## src/rtl/mod47_residue_accumulator_if.sv

```systemverilog
// Valid/ready stream bundle between the residue LUT bank, the mod-47
// accumulator and the downstream residue-to-binary converter.
interface mod47_residue_accumulator_if #(
  parameter int WIDTH = 6,
  parameter int CNT_W = 9
);
  logic             in_valid;
  logic             in_ready;
  logic [WIDTH-1:0] in_residue;
  logic             in_last;
  logic             out_valid;
  logic             out_ready;
  logic [WIDTH-1:0] out_residue;
  logic [CNT_W-1:0] out_count;
  logic             out_err;

  modport slave (
    input  in_valid, in_residue, in_last, out_ready,
    output in_ready, out_valid, out_residue, out_count, out_err
  );

  modport master (
    output in_valid, in_residue, in_last, out_ready,
    input  in_ready, out_valid, out_residue, out_count, out_err
  );
endinterface

```

## src/rtl/mod47_residue_accumulator.sv

```systemverilog
// Sums a framed stream of residues modulo MODULUS and emits one reduced
// residue, beat count and range-error flag per frame.
module mod47_residue_accumulator #(
  parameter int MODULUS = 47,
  parameter int WIDTH   = 6,
  parameter int MAX_LEN = 300,
  parameter int CNT_W   = 9
) (
  input logic                         clk,
  input logic                         rst,
  mod47_residue_accumulator_if.slave  bus
);

  typedef enum logic {ACC, OUT} state_t;

  localparam logic [WIDTH-1:0] MOD_R = WIDTH'(MODULUS);
  localparam logic [WIDTH:0]   MOD_S = (WIDTH+1)'(MODULUS);
  localparam logic [CNT_W-1:0] LEN_C = CNT_W'(MAX_LEN);
  localparam logic [CNT_W-1:0] ONE_C = CNT_W'(1);

  state_t           state, state_next;
  logic [WIDTH-1:0] acc, r, acc_next;
  logic [WIDTH:0]   s;
  logic [CNT_W-1:0] cnt, cnt_inc;
  logic             err, violation;
  logic             in_ready, xfer, close;
  logic [WIDTH-1:0] out_residue;
  logic [CNT_W-1:0] out_count;
  logic             out_err;

  // Operands 47..63 fold back into 0..16 and mark the frame as erroneous.
  always_comb begin
    violation = (bus.in_residue >= MOD_R);
    r         = violation ? (bus.in_residue - MOD_R) : bus.in_residue;
    s         = {1'b0, acc} + {1'b0, r};
    acc_next  = WIDTH'((s >= MOD_S) ? (s - MOD_S) : s);
    cnt_inc   = cnt + ONE_C;
  end

  // out_ready feeds in_ready combinationally so a retiring result and a
  // closing beat can share a cycle.
  assign in_ready = (state == ACC) || bus.out_ready;
  assign xfer     = bus.in_valid && in_ready;
  assign close    = xfer && (bus.in_last || (cnt_inc == LEN_C));

  // NOTE: every signal driven in always_comb gets a default first, otherwise
  // a path that skips the assignment infers a latch.
  always_comb begin
    state_next = state;
    if (close)
      state_next = OUT;
    else if ((state == OUT) && bus.out_ready)
      state_next = ACC;
  end

  // NOTE: sequential state uses non-blocking assignments so every register
  // samples pre-edge values regardless of statement order.
  always_ff @(posedge clk or posedge rst) begin
    if (rst) state <= ACC;
    else     state <= state_next;
  end

  always_ff @(posedge clk or posedge rst) begin
    if (rst) begin
      acc         <= '0;
      cnt         <= '0;
      err         <= 1'b0;
      out_residue <= '0;
      out_count   <= '0;
      out_err     <= 1'b0;
    end else if (xfer) begin
      if (close) begin
        out_residue <= acc_next;
        out_count   <= cnt_inc;
        out_err     <= err | violation;
        acc         <= '0;
        cnt         <= '0;
        err         <= 1'b0;
      end else begin
        acc <= acc_next;
        cnt <= cnt_inc;
        err <= err | violation;
      end
    end
  end

  assign bus.in_ready    = in_ready;
  assign bus.out_valid   = (state == OUT);
  assign bus.out_residue = out_residue;
  assign bus.out_count   = out_count;
  assign bus.out_err     = out_err;

endmodule

```

## src/flat_wrapper.sv

```systemverilog
// flat-port wrapper written by rule: the top's interface ports become plain ports
module mod47_residue_accumulator_flat 
#(
  parameter int MODULUS = 47,
  parameter int WIDTH   = 6,
  parameter int MAX_LEN = 300,
  parameter int CNT_W   = 9
)
  (clk, rst, bus_in_valid, bus_in_residue, bus_in_last, bus_out_ready, bus_in_ready, bus_out_valid, bus_out_residue, bus_out_count, bus_out_err);
  mod47_residue_accumulator_if #(.WIDTH(WIDTH), .CNT_W(CNT_W)) bus_i ();
  input logic clk;
  input logic rst;
  input wire logic [$bits(bus_i.in_valid)-1:0] bus_in_valid;
  input wire logic [$bits(bus_i.in_residue)-1:0] bus_in_residue;
  input wire logic [$bits(bus_i.in_last)-1:0] bus_in_last;
  input wire logic [$bits(bus_i.out_ready)-1:0] bus_out_ready;
  output wire logic [$bits(bus_i.in_ready)-1:0] bus_in_ready;
  output wire logic [$bits(bus_i.out_valid)-1:0] bus_out_valid;
  output wire logic [$bits(bus_i.out_residue)-1:0] bus_out_residue;
  output wire logic [$bits(bus_i.out_count)-1:0] bus_out_count;
  output wire logic [$bits(bus_i.out_err)-1:0] bus_out_err;
  assign bus_i.in_valid = bus_in_valid;
  assign bus_i.in_residue = bus_in_residue;
  assign bus_i.in_last = bus_in_last;
  assign bus_i.out_ready = bus_out_ready;
  assign bus_in_ready = bus_i.in_ready;
  assign bus_out_valid = bus_i.out_valid;
  assign bus_out_residue = bus_i.out_residue;
  assign bus_out_count = bus_i.out_count;
  assign bus_out_err = bus_i.out_err;
  mod47_residue_accumulator #(.MODULUS(MODULUS), .WIDTH(WIDTH), .MAX_LEN(MAX_LEN), .CNT_W(CNT_W)) u_core (.clk(clk), .rst(rst), .bus(bus_i));
endmodule
```

## config.mk

```make
export PLATFORM = sky130hd
export DESIGN_NAME = mod47_residue_accumulator_flat
export DESIGN_NICKNAME = d
export VERILOG_FILES = /design/src/rtl/mod47_residue_accumulator_if.sv /design/src/rtl/mod47_residue_accumulator.sv /design/src/flat_wrapper.sv
export SDC_FILE = /design/constraint.sdc
export NUM_CORES = 1
export LEC_CHECK = 0
export ABC_AREA = 1
export CORE_UTILIZATION = 25
export DETAILED_ROUTE_END_ITERATION = 6
export HOLD_SLACK_MARGIN = 0.08
export PLACE_DENSITY = 0.42
export SYNTH_ARGS = -nofsm -noshare
export SYNTH_HDL_FRONTEND = slang
export SYNTH_SLANG_ARGS = --single-unit
```

## constraint.sdc

```tcl
create_clock -name clk -period 3.12 [get_ports clk]
set_clock_uncertainty 0.05 [all_clocks]
set_input_delay 0.468 -clock clk [delete_from_list [all_inputs] [get_ports clk]]
set_output_delay 0.468 -clock clk [all_outputs]
set_load 0.1 [all_outputs]
```

* After elaboration in Yosys (flattened, before gate mapping)
Index checks and enable logic that the tools add are counted.
** Word-level totals
- Bits in registers :: 33
- Logic and storage cells :: 30
- Output and inout bits :: 18
** Operators by class
- Eq/ne operators :: 1
- Bitwise logic cells :: 2
- Add/subtract/negate cells :: 4
- Order comparisons :: 2
- Reduce and logical (&&, ||, !) cells :: 7
- Mux-type cells :: 7
** Operator list (count)
- two-way mux 6 bit :: 3
- subtractor 6 bit (second input constant) :: 2
- adder 9 x 1 -> 9 bit (second input constant) :: 1
- == test 9 bit (second input constant) :: 1
- two-way mux 9 bit :: 1
- adder 6 x 6 -> 7 bit :: 1
- >= comparator 7 x 6 -> 1 bit (second input constant) :: 1
- >= comparator 6 bit (second input constant) :: 1
- logical AND 1 bit :: 3
- two-way mux 1 bit :: 3
- logical OR 1 bit :: 2
- AND reduction 2 bit :: 1
- nonzero test 2 bit :: 1
- inverter 1 bit :: 1
- OR 1 bit :: 1

* Logic depth before layout (Yosys ltp)
- Depth after elaboration :: 6
- Mapped depth :: 22

* Least setup slack after synthesis
Ideal clock, no wire load.
- Kind :: input port to flip-flop
- From :: input port bus_in_residue[0]
- To :: register u_core.out_residue[4], in the netlist u_core.bus.out_residue[4]
- Arrival :: 2.885 ns
- Path slack :: 0.065 ns
- Stages :: 22
- Data required time :: 2.950 ns
- Cell sequence :: ha_1 inv_1 nor3_1 inv_1 nand2_1 nand2_1 xor2_1 inv_1 ha_1 inv_1 fa_1 inv_1 ha_1 inv_1 nor2_1 nand3_1 nand3_1 nand2_2 nand2_1 nand2_1 nand3_1 nand2_1
** On the way
- Longest elaborated chain between the ends :: 5
** Ends and longest elaborated chain
- start: declaration :: RTL line flat_wrapper.sv:14 : input wire logic [$bits(bus_i.in_residue)-1:0] bus_in_residue;
- subtractor 6 bit or >= comparator 6 bit (tied branches) :: RTL line mod47_residue_accumulator.sv:34, mod47_residue_accumulator.sv:33
- two-way mux 6 bit (*) :: RTL line mod47_residue_accumulator.sv:34 : r = violation ? (bus.in_residue - MOD_R) : bus.in_residue;
- adder 6 x 6 -> 7 bit (*) :: RTL line mod47_residue_accumulator.sv:35 : s = {1'b0, acc} + {1'b0, r};
- subtractor 6 bit or >= comparator 7 x 6 -> 1 bit (tied branches) :: RTL line mod47_residue_accumulator.sv:36 : acc_next = WIDTH'((s >= MOD_S) ? (s - MOD_S) : s);
- two-way mux 6 bit (*) :: RTL line mod47_residue_accumulator.sv:36
- end signal: assignment :: RTL line mod47_residue_accumulator.sv:73 : out_residue <= acc_next;
- end: declaration :: RTL line mod47_residue_accumulator.sv:27 : logic [WIDTH-1:0] out_residue;
Every way passes the cells marked *; elsewhere a longest branch is shown, timed or not.
A chain may end at the register's enable or synchronous reset.

* Worst setup path in the final report
- From :: input port bus_in_residue[4]
- To :: register u_core.acc[3]
** On the way
- Longest elaborated chain between the ends :: 6
** Ends and longest elaborated chain
- subtractor 6 bit or >= comparator 6 bit (tied branches) :: RTL line mod47_residue_accumulator.sv:34, mod47_residue_accumulator.sv:33
- two-way mux 6 bit (*) :: RTL line mod47_residue_accumulator.sv:34
- adder 6 x 6 -> 7 bit (*) :: RTL line mod47_residue_accumulator.sv:35
- >= comparator 7 x 6 -> 1 bit or subtractor 6 bit (tied branches) :: RTL line mod47_residue_accumulator.sv:36
- two-way mux 6 bit (*) :: RTL line mod47_residue_accumulator.sv:36
- two-way mux 6 bit (*) :: RTL line mod47_residue_accumulator.sv:72 : if (close) begin
- end signal: assignment :: RTL line mod47_residue_accumulator.sv:80 : acc <= acc_next;
- end: declaration :: RTL line mod47_residue_accumulator.sv:22 : logic [WIDTH-1:0] acc, r, acc_next;
Marks and branches as above.

==> results by group <==
Outcome
  – Outcome: finished, final reports clean

Clocking
  – CTS HTree Levels: 2
  – Clock insertion delay at the later pin of the skew report: 0.29 ns
  – Cts hold-fix bufs: 0
  – Sink Count: 33
  – Clock-pin slew on the worst setup and hold paths: 0.07 ns
  – Clock root buffer master: clkbuf_8
  – Num CTS Buffers: 5
  – CTS Buffer Depth: 2
  – CTS tree: built

Floorplanning
  – Die Ht: 93.4 um
  – Die ar.: 8720 sq um
  – Number of top-level pins: 29
  – Die Wd: 93.4 um
  – Num rows: 32
  – Placeable Area: 7890 sq um
  – Initial Util: 26.5%

Detailed routing
  – Via-per-instance ratio: 4.36
  – Vias: 1950
  – Drt pass-1 iters: 4
  – Residual DRC count: 0
  – WL/cell: 11.8 um
  – Final wirelength: 5270 um
  – DRT iter0 DRCs: 71
  – Post-route ant nets: 0

Worst setup path
  – WP data arrival: 3.03 ns
  – Type of origin of the critical path: input port
  – Nature of the critical path endpoint: flip-flop
  – CP Max Fanout: 3
  – CP required: 3.24 ns
  – Crit path kind: in2reg

Global route
  – GRT Total Usage: 13.1%
  – Largest net degree at the start of global routing: 28
  – First-pass GRT wire length: 8980 um
  – Number of global-route vias before repair: 1918
  – Antenna violations before repair: 0
  – Grt total ovfl: 0

Yosys
  – Most used DFF post-synth: dfrtp_1
  – Yosys reg bits: 33
  – Fraction of registers with async set or reset after synthesis: 100%
  – Synth Instances: 284
  – Cell variety after synth: 30
  – Post-Syn Area per Cell: 7.35 sq um
  – Cell area after synthesis: 2090 sq um
  – EDFF count, synth: 0
  – Post-synthesis sequential area ratio: 39.5%
  – Syn Nets: 306
  – Yosys warnings: 0

Cells and area
  – # diodes: 0
  – Area grow syn2layout: 35.5%
  – Final layout net count: 366
  – Finished Cell Area: 2830 sq um
  – Layout cell share with drive strength beyond 1: 26.4%

Place
  – DP HPWL: 3970 um
  – Dpl cell area: 2610 sq um
  – DP Worst Slack: -0.557 ns
  – Port bufs: 28
  – Global placement routability congestion: 0.794

Power
  – Worst vdd ir: 284 uV
  – PD cells: 873 nW/um^2
  – Pleak: 1.51 nW
  – Power, Total: 2.47 mW

STA
  – Min cycle time layout: 2.90 ns
  – Slew Viols, Final: 0
  – Fmax: 0.345 GHz
  – Final setup viols: 0
  – Slew @ Worst Pin: 0.786 ns
  – Final setup TNS: 0 ns
  – Fin. Hold Viols: 0
  – Rel. slew slack: 47.6%
  – Crit share post-route: 93.0%
  – Worst Setup Slack, final: 0.217 ns

Run
  – Max Cap Viol: 0

Worst hold path
  – Worst min-delay path class: reg2reg
per-layer routing:
metal / routed length [um] / GRT usage [%] / vias to the layer above
li1: - / - / 1021
met1: 2470 / 16.7 / 912
met2: 2660 / 22.9 / 15
met3: 122 / 2.36 / 2
met4: 27 / 3.08 / 0
met5: 0 / 0 / -
report_power, final:
part	internal (mW)	leakage (nW)	switching, mW	total, mW
Combinational	0.474	1.02	0.972	1.45
Sequential	0.529	0.435	0.0806	0.610
Clock	0.239	0.0543	0.175	0.414
Total	1.24	1.51	1.23	2.47
stage by stage:
step	hold WS [ns]	cells	utilization, %
after CTS	0.445	446	35.1
after floorplan	0.405	284	-
after detailed placement	0.425	436	33.1
after global placement	0.419	436	33.1
final	0.439	447	35.9
after global routing	0.462	447	35.9
registers in the layout (all words and copies together), names as in the netlist:
signal,cells
u_core.bus.out_residue,6
u_core.bus.out_err,1
u_core.err,1
u_core.bus.out_valid,1
u_core.bus.out_count,9
u_core.acc,6
u_core.cnt,9
timing repair:
item	CTS	global route
setup buffers	2	1
gates resized for setup	13	21
endpoints found under the setup margin	12	12
pin swaps	9	8
layout by cell type (no fill, tap or decap), drive strengths merged, types with 5 or more instances in the layout:
cell type / count
nand4: 5
o21ai: 15
inv: 47
clkdlybuf4s50: 6
buf: 48
clkbuf: 5
o22ai: 6
nand2: 100
nand3: 30
nor2: 11
a21oi: 7
dfrtp: 33
xor2: 6
ha: 10
Yosys cell counts (2+ instances only):
cell type | instances | area share, %
a21oi_1 | 6 | 1.4
dfrtp_1 | 33 | 40
ha_1 | 10 | 6.0
inv_1 | 45 | 8.1
inv_2 | 2 | 0.36
nand2_1 | 95 | 17
nand2_2 | 4 | 1.2
nand3_1 | 29 | 7.0
nand4_1 | 5 | 1.5
nor2_1 | 9 | 1.6
nor2_2 | 2 | 0.60
nor3_1 | 3 | 0.72
o21a_1 | 2 | 0.72
o21ai_0 | 5 | 1.2
o21ai_1 | 4 | 0.96
o21ai_2 | 6 | 2.5
o22ai_1 | 6 | 1.8
xor2_1 | 6 | 2.5
layout make-up:
cell class | instances | area [sq um]
clock buffer | 5 | 68.8
inverter | 49 | 185
timing repair buffer | 56 | 442
fill | 841 | 5060
clock inverter | 3 | 46.3
sequential | 33 | 826
tap | 102 | 128
multi-input combinational | 199 | 1130
logic make-up (layout without fill, tap and decap cells):
| logic type | after synthesis | after routing | share of synthesized area, % |
|---|---|---|---|
| AOI/OAI and AO/OA | 30 | 30 | 9.05 |
| xor gates and xnor gates | 6 | 6 | 2.52 |
| adders and majority gates | 11 | 11 | 6.95 |
| buffers and inverters | 52 | 113 | 10.3 |
| DFF | 33 | 33 | 39.5 |
| and+or+nand+nor | 152 | 152 | 31.6 |
critical path: stages:
cell and delay, ns:
clkdlybuf4s50_1 0.45, inv_1 0.06, nand2_1 0.08, nand2_2 0.07
xor2_1 0.16, inv_1 0.06, ha_2 0.17, inv_1 0.05
fa_1 0.52, inv_2 0.06, ha_4 0.15, inv_1 0.04
nor2_1 0.03, nand3_1 0.11, nand3_2 0.07, nand2_2 0.08
buf_4 0.13, nand3_1 0.08, nand3_1 0.12, nand2_1 0.05
worst paths after layout:
path	slack [ns]	start	cells after the start	endpoint
hold / removal	0.44	u_core.bus.out_count[4]	2	u_core.bus.out_count[4]
hold reg to reg	0.44	u_core.bus.out_count[4]	2	u_core.bus.out_count[4]
min in group asynchronous	0.57	rst	2	u_core.bus.out_err
setup / recovery	0.22	bus_in_residue[4]	20	u_core.acc[3]
setup reg to reg	0.88	u_core.acc[0]	14	u_core.acc[3]
max in group asynchronous	1.83	rst	3	u_core.bus.out_residue[4]
Power figures use the tool's default switching activity.
